**src/rtl/alu_seq_pkg.sv**
```systemverilog
// Shared opcodes, FSM state type and the single-cycle ALU function for alu_seq.
package alu_seq_pkg;

   // Widest datapath the single-cycle function supports; narrower users zero-extend.
   localparam int unsigned MaxWidth = 64;

   localparam logic [2:0] ALU_ADD  = 3'b000;
   localparam logic [2:0] ALU_SUB  = 3'b001;
   localparam logic [2:0] ALU_AND  = 3'b010;
   localparam logic [2:0] ALU_NOT  = 3'b011;
   localparam logic [2:0] ALU_OR   = 3'b100;
   localparam logic [2:0] ALU_XOR  = 3'b101;
   localparam logic [2:0] ALU_MUL  = 3'b110;
   localparam logic [2:0] ALU_PASS = 3'b111;

   typedef enum logic {S_IDLE, S_MUL} alu_state_e;

   typedef struct packed {
      logic [MaxWidth-1:0] res;
      logic                v;
   } alu_res_t;

   // Result is masked to `width` bits; V uses the sign bit at position width-1.
   function automatic alu_res_t alu_single(input logic [2:0]          op,
                                           input logic [MaxWidth-1:0] a,
                                           input logic [MaxWidth-1:0] b,
                                           input int unsigned         width);
      logic [MaxWidth-1:0] mask;
      logic [MaxWidth-1:0] msb;
      logic [MaxWidth-1:0] r;
      logic                sa;
      logic                sb;
      logic                sr;
      alu_res_t            o;
      mask = (width >= MaxWidth) ? '1 : ((MaxWidth'(1) << width) - MaxWidth'(1));
      msb  = MaxWidth'(1) << (width - 1);
      case (op)
         ALU_ADD:  r = a + b;
         ALU_SUB:  r = a - b;
         ALU_AND:  r = a & b;
         ALU_NOT:  r = ~b;
         ALU_OR:   r = a | b;
         ALU_XOR:  r = a ^ b;
         ALU_PASS: r = b;
         default:  r = '0;
      endcase
      r  = r & mask;
      sa = |(a & msb);
      sb = |(b & msb);
      sr = |(r & msb);
      o.res = r;
      if (op == ALU_ADD) begin
         o.v = (sa == sb) && (sr != sa);
      end else if (op == ALU_SUB) begin
         o.v = (sa != sb) && (sr != sa);
      end else begin
         o.v = 1'b0;
      end
      return o;
   endfunction

endpackage

```
**src/rtl/alu_seq_if.sv**
```systemverilog
// Request/response bundle between the controller (master) and alu_seq (slave).
interface alu_seq_if #(
   parameter int unsigned WIDTH = 16
);
   logic             start;
   logic [2:0]       ALUop;
   logic [WIDTH-1:0] Ain;
   logic [WIDTH-1:0] Bin;
   logic             busy;
   logic             done;
   logic [WIDTH-1:0] out;
   logic             Z;
   logic             N;
   logic             V;

   modport master (
      output start, ALUop, Ain, Bin,
      input  busy, done, out, Z, N, V
   );

   modport slave (
      input  start, ALUop, Ain, Bin,
      output busy, done, out, Z, N, V
   );
endinterface

```
**src/rtl/alu_mul_seq.sv**
```systemverilog
// Iterative shift-add unsigned multiplier: one partial product per cycle, WIDTH cycles.
module alu_mul_seq #(
   parameter int unsigned WIDTH = 16
) (
   input  logic             clk,
   input  logic             rst_n,
   input  logic             load_i,
   input  logic [WIDTH-1:0] a_i,
   input  logic [WIDTH-1:0] b_i,
   output logic             ready_o,
   output logic [WIDTH-1:0] prod_lo_o,
   output logic             ovf_o
);
   localparam int unsigned         CntW    = $clog2(WIDTH + 1);
   localparam logic [CntW-1:0]     CntLast = CntW'(WIDTH);

   logic [2*WIDTH-1:0] mcand_q, mcand_d;
   logic [WIDTH-1:0]   mplier_q, mplier_d;
   logic [2*WIDTH-1:0] acc_q, acc_d;
   logic [CntW-1:0]    cnt_q, cnt_d;
   logic               run_q, run_d;

   assign ready_o   = run_q && (cnt_q == CntLast);
   assign prod_lo_o = acc_q[WIDTH-1:0];
   assign ovf_o     = |acc_q[2*WIDTH-1:WIDTH];

   always_comb begin
      mcand_d  = mcand_q;
      mplier_d = mplier_q;
      acc_d    = acc_q;
      cnt_d    = cnt_q;
      run_d    = run_q;
      if (load_i) begin
         mcand_d  = {{WIDTH{1'b0}}, a_i};
         mplier_d = b_i;
         acc_d    = '0;
         cnt_d    = '0;
         run_d    = 1'b1;
      end else if (run_q) begin
         if (cnt_q != CntLast) begin
            if (mplier_q[0]) begin
               acc_d = acc_q + mcand_q;
            end
            mcand_d  = {mcand_q[2*WIDTH-2:0], 1'b0};
            mplier_d = {1'b0, mplier_q[WIDTH-1:1]};
            cnt_d    = cnt_q + CntW'(1);
         end else begin
            // Product is consumed on this edge by the top.
            run_d = 1'b0;
         end
      end
   end

   always_ff @(posedge clk or negedge rst_n) begin
      if (!rst_n) begin
         mcand_q  <= '0;
         mplier_q <= '0;
         acc_q    <= '0;
         cnt_q    <= '0;
         run_q    <= 1'b0;
      end else begin
         mcand_q  <= mcand_d;
         mplier_q <= mplier_d;
         acc_q    <= acc_d;
         cnt_q    <= cnt_d;
         run_q    <= run_d;
      end
   end

endmodule

```
**src/rtl/alu_seq.sv**
```systemverilog
// Sequenced ALU: registered result and N/V/Z flags, one-cycle ops plus iterative multiply.
module alu_seq
   import alu_seq_pkg::*;
#(
   parameter int unsigned WIDTH = 16
) (
   input  logic      clk,
   input  logic      rst_n,
   alu_seq_if.slave  bus
);
   alu_state_e       state_q;
   logic [WIDTH-1:0] out_q;
   logic             z_q;
   logic             n_q;
   logic             v_q;
   logic             done_q;
   // Single-cycle ops are latched at acceptance and committed on the following edge.
   logic             pend_q;
   logic [2:0]       sop_q;
   logic [WIDTH-1:0] sa_q;
   logic [WIDTH-1:0] sb_q;

   logic             mul_load;
   logic             mul_ready;
   logic             mul_ovf;
   logic [WIDTH-1:0] mul_lo;
   logic [WIDTH-1:0] single_res;
   alu_res_t         single;
   logic             unused_res;

   assign mul_load   = (state_q == S_IDLE) && bus.start && (bus.ALUop == ALU_MUL);
   assign single     = alu_single(sop_q, MaxWidth'(sa_q), MaxWidth'(sb_q), WIDTH);
   assign single_res = single.res[WIDTH-1:0];
   assign unused_res = ^single.res;

   assign bus.busy = (state_q == S_MUL);
   assign bus.done = done_q;
   assign bus.out  = out_q;
   assign bus.Z    = z_q;
   assign bus.N    = n_q;
   assign bus.V    = v_q;

   alu_mul_seq #(
      .WIDTH (WIDTH)
   ) u_mul (
      .clk       (clk),
      .rst_n     (rst_n),
      .load_i    (mul_load),
      .a_i       (bus.Ain),
      .b_i       (bus.Bin),
      .ready_o   (mul_ready),
      .prod_lo_o (mul_lo),
      .ovf_o     (mul_ovf)
   );

   always_ff @(posedge clk or negedge rst_n) begin
      if (!rst_n) begin
         state_q <= S_IDLE;
         out_q   <= '0;
         z_q     <= 1'b0;
         n_q     <= 1'b0;
         v_q     <= 1'b0;
         done_q  <= 1'b0;
         pend_q  <= 1'b0;
         sop_q   <= ALU_ADD;
         sa_q    <= '0;
         sb_q    <= '0;
      end else begin
         done_q <= 1'b0;
         pend_q <= 1'b0;
         if (pend_q) begin
            out_q  <= single_res;
            z_q    <= (single_res == '0);
            n_q    <= single_res[WIDTH-1];
            v_q    <= single.v;
            done_q <= 1'b1;
         end
         case (state_q)
            S_IDLE: begin
               if (bus.start) begin
                  if (bus.ALUop == ALU_MUL) begin
                     state_q <= S_MUL;
                  end else begin
                     pend_q <= 1'b1;
                     sop_q  <= bus.ALUop;
                     sa_q   <= bus.Ain;
                     sb_q   <= bus.Bin;
                  end
               end
            end
            S_MUL: begin
               // start is ignored here; no single op can be pending in this state.
               if (mul_ready) begin
                  out_q   <= mul_lo;
                  z_q     <= (mul_lo == '0);
                  n_q     <= mul_lo[WIDTH-1];
                  v_q     <= mul_ovf;
                  done_q  <= 1'b1;
                  state_q <= S_IDLE;
               end
            end
            default: state_q <= S_IDLE;
         endcase
      end
   end

endmodule
```
**src/flat_wrapper.sv**
```systemverilog
// flat-port wrapper written by rule: the top's interface ports become plain ports
module alu_seq_flat import alu_seq_pkg::*;
#(
   parameter int unsigned WIDTH = 16
)
  (clk, rst_n, bus_start, bus_ALUop, bus_Ain, bus_Bin, bus_busy, bus_done, bus_out, bus_Z, bus_N, bus_V);
  alu_seq_if #(.WIDTH(WIDTH)) bus_i ();
  input  logic clk;
  input  logic rst_n;
  input wire logic [$bits(bus_i.start)-1:0] bus_start;
  input wire logic [$bits(bus_i.ALUop)-1:0] bus_ALUop;
  input wire logic [$bits(bus_i.Ain)-1:0] bus_Ain;
  input wire logic [$bits(bus_i.Bin)-1:0] bus_Bin;
  output wire logic [$bits(bus_i.busy)-1:0] bus_busy;
  output wire logic [$bits(bus_i.done)-1:0] bus_done;
  output wire logic [$bits(bus_i.out)-1:0] bus_out;
  output wire logic [$bits(bus_i.Z)-1:0] bus_Z;
  output wire logic [$bits(bus_i.N)-1:0] bus_N;
  output wire logic [$bits(bus_i.V)-1:0] bus_V;
  assign bus_i.start = bus_start;
  assign bus_i.ALUop = bus_ALUop;
  assign bus_i.Ain = bus_Ain;
  assign bus_i.Bin = bus_Bin;
  assign bus_busy = bus_i.busy;
  assign bus_done = bus_i.done;
  assign bus_out = bus_i.out;
  assign bus_Z = bus_i.Z;
  assign bus_N = bus_i.N;
  assign bus_V = bus_i.V;
  alu_seq #(.WIDTH(WIDTH)) u_core (.clk(clk), .rst_n(rst_n), .bus(bus_i));
endmodule
```
**config.mk**
```make
export PLATFORM = sky130hd
export DESIGN_NAME = alu_seq_flat
export DESIGN_NICKNAME = d
export VERILOG_FILES = /design/src/rtl/alu_seq_pkg.sv /design/src/rtl/alu_seq_if.sv /design/src/rtl/alu_mul_seq.sv /design/src/rtl/alu_seq.sv /design/src/flat_wrapper.sv
export SDC_FILE = /design/constraint.sdc
export NUM_CORES = 1
export LEC_CHECK = 0
export CORE_ASPECT_RATIO = 1.5
export CORE_MARGIN = 1.5
export CORE_UTILIZATION = 45
export CTS_BUF_LIST = sky130_fd_sc_hd__clkbuf_8
export DETAILED_ROUTE_END_ITERATION = 10
export HOLD_SLACK_MARGIN = 0.02
export PLACE_DENSITY = 0.64
export SYNTH_ARGS = -nofsm -noshare
export SYNTH_HDL_FRONTEND = slang
export SYNTH_SLANG_ARGS = --single-unit
```
**constraint.sdc**
```tcl
create_clock -name clk -period 7.02 [get_ports clk]
set_clock_uncertainty 0.2 [all_clocks]
set_input_delay 1.053 -clock clk [delete_from_list [all_inputs] [get_ports clk]]
set_output_delay 1.053 -clock clk [all_outputs]
set_load 0.03 [all_outputs]
```
Word level (Yosys, flattened, before mapping)
Index checks and enable logic that the tools add are counted.
{ "word_totals": {"in_bits": 38, "ff_bits": 143, "out_inout_bits": 21, "wordCells": 93} }
{ "op_classes": {"bitwise_logic": 6, "muxes": 41, "n_eq_ne": 12, "addsub": 4, "reduce_logical": 15} }
{ "op_table": {"columns": ["op", "n"], "rows": [
  ["32-bit 2-to-1 mux", 7],
  ["16-bit one-hot mux with 7 select lines", 1],
  ["16-bit 2-to-1 mux", 6],
  ["32-bit adder", 1],
  ["16-bit zero test", 2],
  ["1-bit 2-to-1 mux", 23],
  ["16-bit adder", 1],
  ["16-bit AND", 1],
  ["16-bit NOT", 1],
  ["16-bit OR", 1],
  ["16-bit OR reduction", 1],
  ["16-bit subtractor", 1],
  ["16-bit XOR", 1],
  ["5-bit 2-to-1 mux", 3],
  ["3-bit equality test (second input constant)", 4],
  ["3-bit by 2-bit equality test with 1-bit output (second input constant)", 2],
  ["3-bit AND reduction", 2],
  ["2-bit nonzero test", 3],
  ["5-bit by 1-bit adder with 5-bit output (second input constant)", 1],
  ["5-bit equality test (second input constant)", 1],
  ["1-bit logical AND", 5],
  ["5-bit != test (second input constant)", 1],
  ["3-bit by 1-bit equality test with 1-bit output (second input constant)", 1],
  ["3-bit zero test", 1],
  ["other kinds (5)", 7]
]} }

Longest topological paths before layout
{ "depth": {"depth_word": 9, "depth_mapped": 18, "mapped_depth_nobuf": 16} }

By module
A second synthesis with hierarchy kept.
{ "hier_totals": {"hier_cells": 1223, "area_unflattened_um2": 10328.7} }
{ "by_module_without_submodules": {"columns": ["module", "seq_area_each_um2", "instances", "area_per_inst_um2", "cells_each"], "rows": [
  ["alu_mul_seq", 2152.1, 1, 5550.3, 639],
  ["alu_seq", 1426.4, 1, 4778.3, 584]
]} }

Worst setup path before layout
Ideal clock, no wire load.
{ "synth_path": {"path_kind": "register -> register", "start": "register u_core.sop_q[0]", "end": "register u_core.z_q (netlist: u_core.bus.Z)", "slack_ns": 3.109, "setup_time_ns": 0.095, "t_arrival_ns": 3.616, "path_buffers": 5, "t_required_ns": 6.725, "path_stages_with_launch": 19, "period_less_slack_ns": 3.911, "path_cell_list": "dfrtp_1 -> buf_2 -> buf_4 -> buf_2 -> buf_1 -> and2_0 -> clkbuf_1 -> nor2_1 -> xnor2_1 -> ha_1 -> nor2b_1 -> o31a_1 -> o31ai_4 -> a211oi_1 -> o21ai_0 -> mux2i_1 -> o21ai_0 -> or2_2 -> o31ai_1"} }
{ "synth_between": {"elab_chain_len": 6, "word_cells_on_any_way": 12, "classes_between": "6 x eq/ne; 4 x mux; 2 x reduce/logical"} }
{ "synth_rtl": {"columns": ["element", "line_no", "rtl"], "rows": [
  ["start, declared", "alu_seq.sv:19", "logic [2:0] sop_q;"],
  ["start signal, assigned", "alu_seq.sv:85", "sop_q <= bus.ALUop;"],
  ["3-bit equality test (tied with other cells)", "alu_seq_pkg.sv:37", "case (op)"],
  ["16-bit one-hot mux with 7 select lines *", "alu_seq_pkg.sv:37", null],
  ["16-bit zero test *", "alu_seq.sv:73", "z_q <= (single_res == '0);"],
  ["1-bit 2-to-1 mux *", "alu_seq.sv:71", "if (pend_q) begin"],
  ["1-bit 2-to-1 mux", "alu_seq.sv:93", "if (mul_ready) begin"],
  ["1-bit 2-to-1 mux *", "alu_seq.sv:78", "case (state_q)"],
  ["end signal, assigned", "alu_seq.sv:73", null],
  ["end signal, assigned", "alu_seq.sv:95", "z_q <= (mul_lo == '0);"],
  ["end, declared", "alu_seq.sv:13", "logic z_q;"]
]} }
Every way passes the cells marked *; elsewhere a longest branch is shown, timed or not.
A chain may end at the register's enable or synchronous reset.

Final worst setup path
{ "layout_path": {"start": "register u_core.sop_q[1]", "end": "register u_core.z_q (netlist: u_core.bus.Z)"} }
The elaborated chain is that of the path after synthesis.

==> summary.txt <==
Logic synthesis
  – Cell taking the most area after synthesis: dfrtp_1
  – Top cells by area, synth: dfrtp_1, ha_1, nand2_1
  – Syn nets: 1288
  – Post-synthesis register bit count: 143
  – Count of cell types in the netlist: 76
  – Average cell area after synthesis: 8.355 µm²
  – Seq/Total Area, Yosys: 36.70%
  – Share of the synthesized area in the top cell type: a little under two fifths
  – Cell Area, Synth: 9751 µm²
  – Number of synthesized flops with an enable pin: 0
  – Ys Warns: 0
  – Top_reg_cell synth: dfrtp_1
  – Synth Instances: between 1000 and 1500
  – Ys async rst share: 100.0%

STA
  – Slew @ Worst Pin: roughly 1100 ps
  – Fin. Hold Viols: 0
  – Setup TNS: 0 ps
  – Achievable frequency: 200.0 MHz
  – Period minus WS final: 5001 ps
  – Hold slack: 319.3 ps
  – Slew Viols, Final: 0
  – Final setup fails: 0
  – Slew headroom: 29.39%
  – Tcrit/Tclk final: a little under three quarters
  – RSZ-0062 raised after global routing: false

Detailed routing
  – Vias per cell: 5.759
  – WL/cell: 19.14 µm
  – Post-route ant nets: 0
  – Via count: ~8500
  – Detailed-route wire length: around 28000 µm
  – First drt pass iteration count: 5
  – Starting DRT DRC Count: 500
  – DRC viols: 0

Setup path
  – Highest-delay cell along the critical path: nor2_1
  – Critical R2R Launch: u_core.sop_q[1]
  – CP startpoint kind: flop
  – Cell family with most CP delay: simple AND/OR/NAND/NOR gates
  – Worst setup EP type: flop
  – Worst reg2reg setup slack: 2020 ps
  – Arr. time, crit path: 5180 ps
  – Cell chain of the critical path: nor2_1 -> nand2_1 -> nor2_1 -> a21o_1 -> inv_1 -> ha_1 -> nand2b_1 -> nand2b_1 -> a211oi_1 -> o21ai_0 -> a2111oi_2 -> o2111ai_1 -> a211oi_1 -> nand4b_1 -> o31ai_1
  – Crit path max fanout: 22
  – R2r endpoint: u_core.bus.Z
  – Buffer and inverter count on the worst path: 1
  – Reg2Reg Depth: 15
  – WP data required: just over 7000 ps
  – Kind of critical path: reg -> reg
  – CP peak stage delay: 910 ps

CTS
  – Hold buffer count at cts: 0
  – Skew-Pair Late Insertion Delay: between 400 and 500 ps
  – H-tree depth: 4
  – CTS tree: built
  – Clock Sinks: 143
  – Postcts setup bufs: 0
  – PostCTS Resize Cnt: 0
  – Clock input transition at the sequential cells of the worst setup and hold paths: 80 ps
  – CTS root buf: clkbuf_8
  – CTS Buffer Depth: 2
  – Inserted Clock Buffers: 17

Layout
  – Fin nets: 1317
  – Fin util: 51.78%
  – Commonest cells after routing, fill and taps aside: nand2_1, dfrtp_1, a21oi_1
  – Ant. Diodes: 0
  – Share of layout cells above drive strength 1: approximately 6.0%
  – Non-Filler Instances: 1477
  – Area delta synth->final: 12.29%
  – Most common cell after layout, fill and taps aside: nand2_1

Floorplan
  – Die W: around 120 µm
  – Starting Density: 46.11%
  – Die Ht: 183.3 µm
  – Core region area: 21150 µm²
  – Die area: 22580 µm²
  – I/O pin cnt: roughly 60
  – FP Rows: 65

Pwr
  – Final Power: just under 6 mW
  – Comb power frac: approximately three fifths
  – Switching pwr: 2.850 mW
  – Internal power: 3.094 mW
  – Clock power share: between 10% and 20%
  – Sequential power share: 27.3%
  – Switching part of the total power: 47.95%
  – Leak: around 4.8 nW
  – PwrDens: about 540 nW/µm²
  – VDD IR-drop max: ~0.17 mV

Status
  – Run status: completed

Placement
  – GP Congestion: 0.9057
  – Port buffer count: between 50 and 60
  – HPWL Detailed: 20470 µm
  – Placed cell count: 1445

Hold path
  – Hold crit path type: reg -> reg
  – Hold path depth: 1
  – Hold endpoint: u_core.u_mul.mplier_q[15]
  – Hold path start: u_core.u_mul.mplier_q[15]

Global route
  – Grt total ovfl: 0
  – Initial antenna violation count: 0
  – Largest net degree at the start of global routing: 74
  – Number of global-route vias before repair: 8717
  – Gr usage total: 26.36%
  – First-pass GRT wire length: between 40000 and 50000 µm

Flow run
  – Max_cap viols: 0
==> final cells by class <==
class                           count  area (µm²)
Sequential cell                   143        3578
Clock inverter                     13       160.2
Inverter                           57       214.0
Clock buffer                       19       261.5
Tap cell                          268       335.3
Fill cell                        2011       10200
Multi-Input combinational cell    908        5736
Timing Repair Buffer               69       664.4
==> stage by stage <==
step	setup WS [ps]	instance area, µm²
6_report	2019	10950
5_1_grt	1703	10950
4_1_cts	2065	10950
3_5_place_dp	2103	10530
3_3_place_gp	2058	10530
2_1_floorplan	3109	9751
==> power groups by stage <==
stage	Sequential, mW	Combinational (mW)	Clock, mW
after floorplan	1.57	2.73	0
after global placement	1.62	3.53	0
after detailed placement	1.62	3.59	0
after CTS	1.61	3.61	0.739
after global routing	1.67	4.05	0.770
final	1.62	3.60	0.720
==> how the worst max path moves through the flow <==
stage	from	end	depth (start not counted)
detailed placement	u_core.sop_q[1]	u_core.bus.Z	15
global placement	u_core.sop_q[1]	u_core.bus.Z	15
CTS	u_core.sop_q[1]	u_core.bus.Z	15
floorplan	u_core.sop_q[0]	u_core.bus.Z	18
finish	u_core.sop_q[1]	u_core.bus.Z	15
global route	u_core.sop_q[1]	u_core.bus.Z	15
==> logic make-up (layout without fill, tap and decap cells) <==
family                     count (synthesis)  in the layout  synth area share, %
DFF                                      143            143                36.70
xor gates and xnor gates                  50             50                4.491
and+or+nand+nor                          424            424                19.18
muxes                                     22             22                2.400
buffers and inverters                    116            158                4.684
AOI/OAI and AO/OA                        329            329                21.74
adders and majority gates                 83             83                10.80
==> state kept, by name (all words and copies together), names as in the netlist, 3 cells and up <==
register	count
u_core.u_mul.mcand_q	32
u_core.u_mul.mplier_q	16
u_core.u_mul.cnt_q	5
u_core.sa_q	16
u_core.u_mul.acc_q	32
u_core.bus.out	16
u_core.sb_q	16
u_core.sop_q	3
==> cell usage after synthesis (all sizes together), types with 8 or more instances <==
master,instances
xnor2,36
o21ai,93
a21o,17
nand3,20
dfrtp,143
a211oi,10
o21a,8
xor2,14
nor4,9
nand2,224
ha,81
clkbuf,46
nand2b,13
buf,13
a31oi,42
nor2b,9
nor3,18
nor2,85
mux2i,20
a221oi,9
inv,57
o31ai,9
a21oi,91
==> metal layers <==
layer  wire length [µm]  part of all wire [%]  up-vias  GRT usage (%)
met5                  0                     0        -              0
met4               1549                   5.5        0          14.80
met1              11310                    40     4079          30.01
met2              14600                    52      199          46.36
li1                   -                     -     4143              -
met3                809                   2.9       85          4.011
Note: power is estimated with default switching activity, not from simulation.
